File: src/rtl/sim_step_scheduler.sv
// Frame-level sequencer for the rope node chain: one Verlet strobe per frame,
// then ITERS relaxation passes over the NUM_NODES-1 links through a shared
// constraint solver, with a per-link watchdog and overrun reporting.
module sim_step_scheduler #(
  parameter int NUM_NODES = 4,
  parameter int ITERS     = 2,
  parameter int PIN_NODE0 = 1,
  parameter int TIMEOUT   = 255,
  parameter int LINK_W    = 8
) (
  input  logic                 clk,
  input  logic                 reset,
  input  logic                 frame_tick,
  input  logic                 solve_done,
  output logic                 verlet_state,
  output logic                 solve_req,
  output logic [LINK_W-1:0]    link_idx,
  output logic [NUM_NODES-1:0] fix_en,
  output logic                 busy,
  output logic                 frame_done,
  output logic                 overrun,
  output logic                 timeout_err
);

  localparam int ITER_W = (ITERS > 1) ? $clog2(ITERS) : 1;
  localparam int WD_W   = $clog2(TIMEOUT + 1);

  typedef enum logic [2:0] {
    IDLE      = 3'd0,
    VERLET    = 3'd1,
    SOLVE     = 3'd2,
    WRITEBACK = 3'd3,
    DONE      = 3'd4
  } state_t;

  state_t                 state;
  logic [ITER_W-1:0]      iter;
  logic [WD_W-1:0]        wd;
  logic [NUM_NODES-1:0]   wb_mask;
  logic                   last_link;
  logic                   last_iter;
  logic                   wd_expired;

  // Node strobe pattern for the current link: nodes link_idx and link_idx+1,
  // with the anchored node 0 left untouched when pinned.
  generate
    for (genvar gi = 0; gi < NUM_NODES; gi++) begin : g_mask
      if (gi == 0) begin : g_first
        assign wb_mask[gi] = (PIN_NODE0 == 0) && (link_idx == '0);
      end else begin : g_rest
        assign wb_mask[gi] = (link_idx == LINK_W'(gi)) || (link_idx == LINK_W'(gi - 1));
      end
    end
  endgenerate

  assign last_link  = (link_idx == LINK_W'(NUM_NODES - 2));
  assign last_iter  = (iter == ITER_W'(ITERS - 1));
  assign wd_expired = (wd == WD_W'(TIMEOUT - 1));

  // Sequencer state, counters and all registered outputs.
  always_ff @(posedge clk) begin
    if (reset) begin
      state        <= IDLE;
      iter         <= '0;
      wd           <= '0;
      link_idx     <= '0;
      verlet_state <= 1'b0;
      solve_req    <= 1'b0;
      fix_en       <= '0;
      busy         <= 1'b0;
      frame_done   <= 1'b0;
      overrun      <= 1'b0;
      timeout_err  <= 1'b0;
    end else begin
      // single-cycle strobes default low
      verlet_state <= 1'b0;
      frame_done   <= 1'b0;
      overrun      <= 1'b0;
      fix_en       <= '0;

      // a tick that arrives outside IDLE is dropped but reported
      if (frame_tick && (state != IDLE)) begin
        overrun <= 1'b1;
      end

      case (state)
        IDLE: begin
          if (frame_tick) begin
            state        <= VERLET;
            verlet_state <= 1'b1;
            busy         <= 1'b1;
            link_idx     <= '0;
            iter         <= '0;
          end
        end

        VERLET: begin
          state     <= SOLVE;
          solve_req <= 1'b1;
          wd        <= '0;
        end

        SOLVE: begin
          if (solve_done) begin
            state     <= WRITEBACK;
            solve_req <= 1'b0;
            fix_en    <= wb_mask;
          end else if (wd_expired) begin
            // solver never answered: abandon the frame without frame_done
            state       <= IDLE;
            solve_req   <= 1'b0;
            busy        <= 1'b0;
            timeout_err <= 1'b1;
            link_idx    <= '0;
            iter        <= '0;
          end else begin
            wd <= wd + WD_W'(1);
          end
        end

        WRITEBACK: begin
          wd <= '0;
          if (!last_link) begin
            link_idx  <= link_idx + LINK_W'(1);
            solve_req <= 1'b1;
            state     <= SOLVE;
          end else begin
            link_idx <= '0;
            if (!last_iter) begin
              iter      <= iter + ITER_W'(1);
              solve_req <= 1'b1;
              state     <= SOLVE;
            end else begin
              state      <= DONE;
              frame_done <= 1'b1;
            end
          end
        end

        DONE: begin
          state <= IDLE;
          busy  <= 1'b0;
        end

        default: begin
          state     <= IDLE;
          busy      <= 1'b0;
          solve_req <= 1'b0;
        end
      endcase
    end
  end

endmodule

File: config.mk
export PLATFORM = sky130hd
export DESIGN_NAME = sim_step_scheduler
export DESIGN_NICKNAME = d
export VERILOG_FILES = /design/src/rtl/sim_step_scheduler.sv
export SDC_FILE = /design/constraint.sdc
export NUM_CORES = 1
export LEC_CHECK = 0
export ABC_AREA = 1
export BUFFER_PORTS_ARGS = -buffer_cell sky130_fd_sc_hd__buf_2
export CAP_MARGIN = 30
export CORE_ASPECT_RATIO = 0.7
export CORE_MARGIN = 8
export CORE_UTILIZATION = 45
export DETAILED_ROUTE_END_ITERATION = 6
export GPL_TIMING_DRIVEN = 0
export PLACE_DENSITY_LB_ADDON = 0.3
export SLEW_MARGIN = 0
export SYNTH_ARGS = -nofsm -noshare
export SYNTH_HDL_FRONTEND = slang
export SYNTH_SLANG_ARGS = --single-unit
File: constraint.sdc
create_clock -name clk -period 2 [get_ports clk]
set_clock_uncertainty 0.1 [all_clocks]
set_input_delay 0.3 -clock clk [delete_from_list [all_inputs] [get_ports clk]]
set_output_delay 0.3 -clock clk [all_outputs]
set_load 0.05 [all_outputs]
==> flow_metrics.tcl <==
set metrics [dict create \
    layout.nets 263 \
    drtIter0Drc 115 \
    dp.cells 284 \
    place_area_um2 1654 \
    swShare 0.3222 \
    critPathSlowestCell "dfxtp_1" \
    min_path_type "in -> reg" \
    grt.total_usage 0.1280 \
    syn_nets 236 \
    ys_ff_latch 29 \
    drt-wirelength-per-cell_um 11.56 \
    cts_tree "built" \
    ys.warnings.count 0 \
    p_int_mw 0.9962 \
    period_needed_ps 1692 \
    fp.dieArea_um2 5485 \
    fin_hold_ws_ps 150.3 \
    grt_overflow 0 \
    p_total_mw 1.470 \
    avgSynthCellArea_um2 6.666 \
    gp_congestion 0.8729 \
    die_h_um 64.41 \
    cpPeakStageDelay_ps 380 \
    hold_buffers 0 \
    cts_setup_buffers 0 \
    drt_pass1_iterations 4 \
    io_buffers 20 \
    cp_cell_sequence "ha_1 > nand2_1 > nor2_1 > nand2_1 > nand2_1 > nand3_1 > nand2_1 > a21oi_1" \
    drive_gt1_frac 0.1417 \
    final_antenna_net_count 0 \
    start_util 0.4753 \
    yosysUniqueCellTypes 24 \
    ir_drop_uv 550.7 \
    route.detailed.drc 0 \
    critPathMaxFanout 8 \
    hold_violations 0 \
    maxCapViolations 0 \
    maxClockFrequency_mhz 591.1 \
    antenna_found_initial 0 \
    crit_path_frequent_cell "nand2_1" \
    setup_viol 0 \
    required_ps 2060 \
    clkSinkCount 29 \
    status "complete, no violations" \
    grt_pass1_vias 1158 \
    num_vias 1412 \
    via_per_inst 4.836 \
    ioPinCount 22 \
    hpwlAfterDp_um 2578 \
    yosysSeqAreaShare 0.3854 \
    synthCells 226 \
    numCtsBuffers 5 \
    grt_max_degree 11 \
    cts_buffer_depth 2 \
    core_area_um2 3169 \
    rsz0062_at_grt "false" \
    stdcell_count 292 \
    pwr-share-seq 0.429 \
    netlist_top_cells_area "dfxtp_1 (39%), nand2_1 (13%), nand3_1 (11%)" \
    grt_pass1_wl_um 5457 \
    clk_pin_slew_ps 60 \
    period_share 0.8459 \
    drv_slew 0 \
    area.growth.synth_to_final_pct 16.53 \
    p_sw_mw 0.4734 \
    rows 17 \
    die-width_um 85.16 \
    synth_top_area_frac 0.3854 \
    synth_top_area_cell "dfxtp_1" \
    diodes 0 \
    path_class "reg -> reg" \
    ctsResizeCount 0 \
    p_clk_frac 0.367 \
    netlist_area_um2 1506 \
    setup_tns_ps 0 \
    powerDensity_nw_per_um2 837.2 \
    clk_latency_ps 290 \
    cts_root_buffer "clkbuf_8" \
    final_area_um2 1755 \
    start_kind "register" \
    worstPathArrival_ps 1750 \
    crit_path_end_kind "register" \
    routed_wl_um 3376 \
    pwr-share-comb 0.203 \
    h-tree-depth 2 \
    p_leak_nw 0.8011 \
]
-- state kept, by name, summed over array words and instances, names as in the netlist --
signal / count
overrun: 1
state: 3
frame_done: 1
verlet_state: 1
busy: 1
fix_en: 3
wd: 8
iter: 1
timeout_err: 1
link_idx: 8
solve_req: 1
-- layout by cell type, fill, tap and decap left out, types with 2 or more instances in the layout --
master     n
ha_1       6
a21oi_1   18
nand4_1    3
nand2_1   51
o21ai_0    2
xor2_1     3
inv_1     27
buf_2     21
nand3_1   32
dfxtp_1   29
nor3_1     3
clkbuf_8   7
nand2_2    3
nor2_1    37
-- routing by layer --
layer / track usage / part of all wire / routed length (um)
met1: 0.1790 / 0.54 / 1820
met2: 0.1592 / 0.36 / 1213
met3: 0.04906 / 0.087 / 293
met4: 0.07285 / 0.015 / 49
met5: 0 / 0 / 0
-- metrics by stage --
stage,setup WS [ps],utilization
3_3_place_gp,316.8,0.5219
6_report,308.2,0.5539
5_1_grt,119.3,0.5539
2_1_floorplan,241.2,-
4_1_cts,309.4,0.5539
3_5_place_dp,316.3,0.5219
-- final cells by class --
type	instances	area [um^2]
fill	312	1414
multi-input combinational	166	804.5
sequential	29	580.6
inverter	27	101.3
timing repair buffer	20	100.1
clock buffer	7	96.34
tap	38	47.55
buffer	4	20.02
clock inverter	1	5.005
-- logic make-up (layout without fill, tap and decap cells) --
logic type      Yosys count  in the layout  share of synthesized area
xor+xnor                  3              3                    0.01745
buf+inv                  31             59                    0.08056
fa+ha+maj                 6              6                    0.04983
compound gates           23             23                    0.08057
simple gates            133            133                     0.3837
other cells               1              1                   0.002489
flops                    29             29                     0.3854
-- synthesized netlist by cell type, drive strengths merged --
| library cell | instances |
|---|---|
| a211oi | 1 |
| inv | 27 |
| a31oi | 1 |
| nand3 | 32 |
| nand2 | 55 |
| nor2 | 39 |
| conb | 1 |
| dfxtp | 29 |
| o21ai | 2 |
| or2 | 1 |
| a21oi | 18 |
| clkbuf | 1 |
| nand4 | 3 |
| xor2 | 3 |
| ha | 6 |
| o21bai | 1 |
| nor3 | 3 |
| buf | 3 |
-- critical path, delay by kind of cell, from the launching register on --
kind / cells / cell delay (ps)
fa+ha+maj: 1 / 160
flops: 1 / 380
compound gates: 1 / 70
simple gates: 6 / 860
-- final timing paths --
path | to | depth (start not counted) | from | slack, ps
worst max-delay path | link_idx[5] | 8 | wd[1] | 310
worst min-delay path | overrun | 3 | frame_tick | 150
worst max register to register | link_idx[5] | 8 | wd[1] | 310
worst min register to register | solve_req | 2 | solve_req | 340
-- power by group through the flow --
stage          clock (mW)  sequential [mW]  combinational [mW]
5_1_grt             0.575            0.634               0.330
3_5_place_dp            0            0.643               0.297
4_1_cts             0.550            0.630               0.298
6_report            0.540            0.631               0.299
2_1_floorplan           0            0.697               0.174
3_3_place_gp            0            0.642               0.294
No activity file was read; power rests on OpenSTA's default activity.
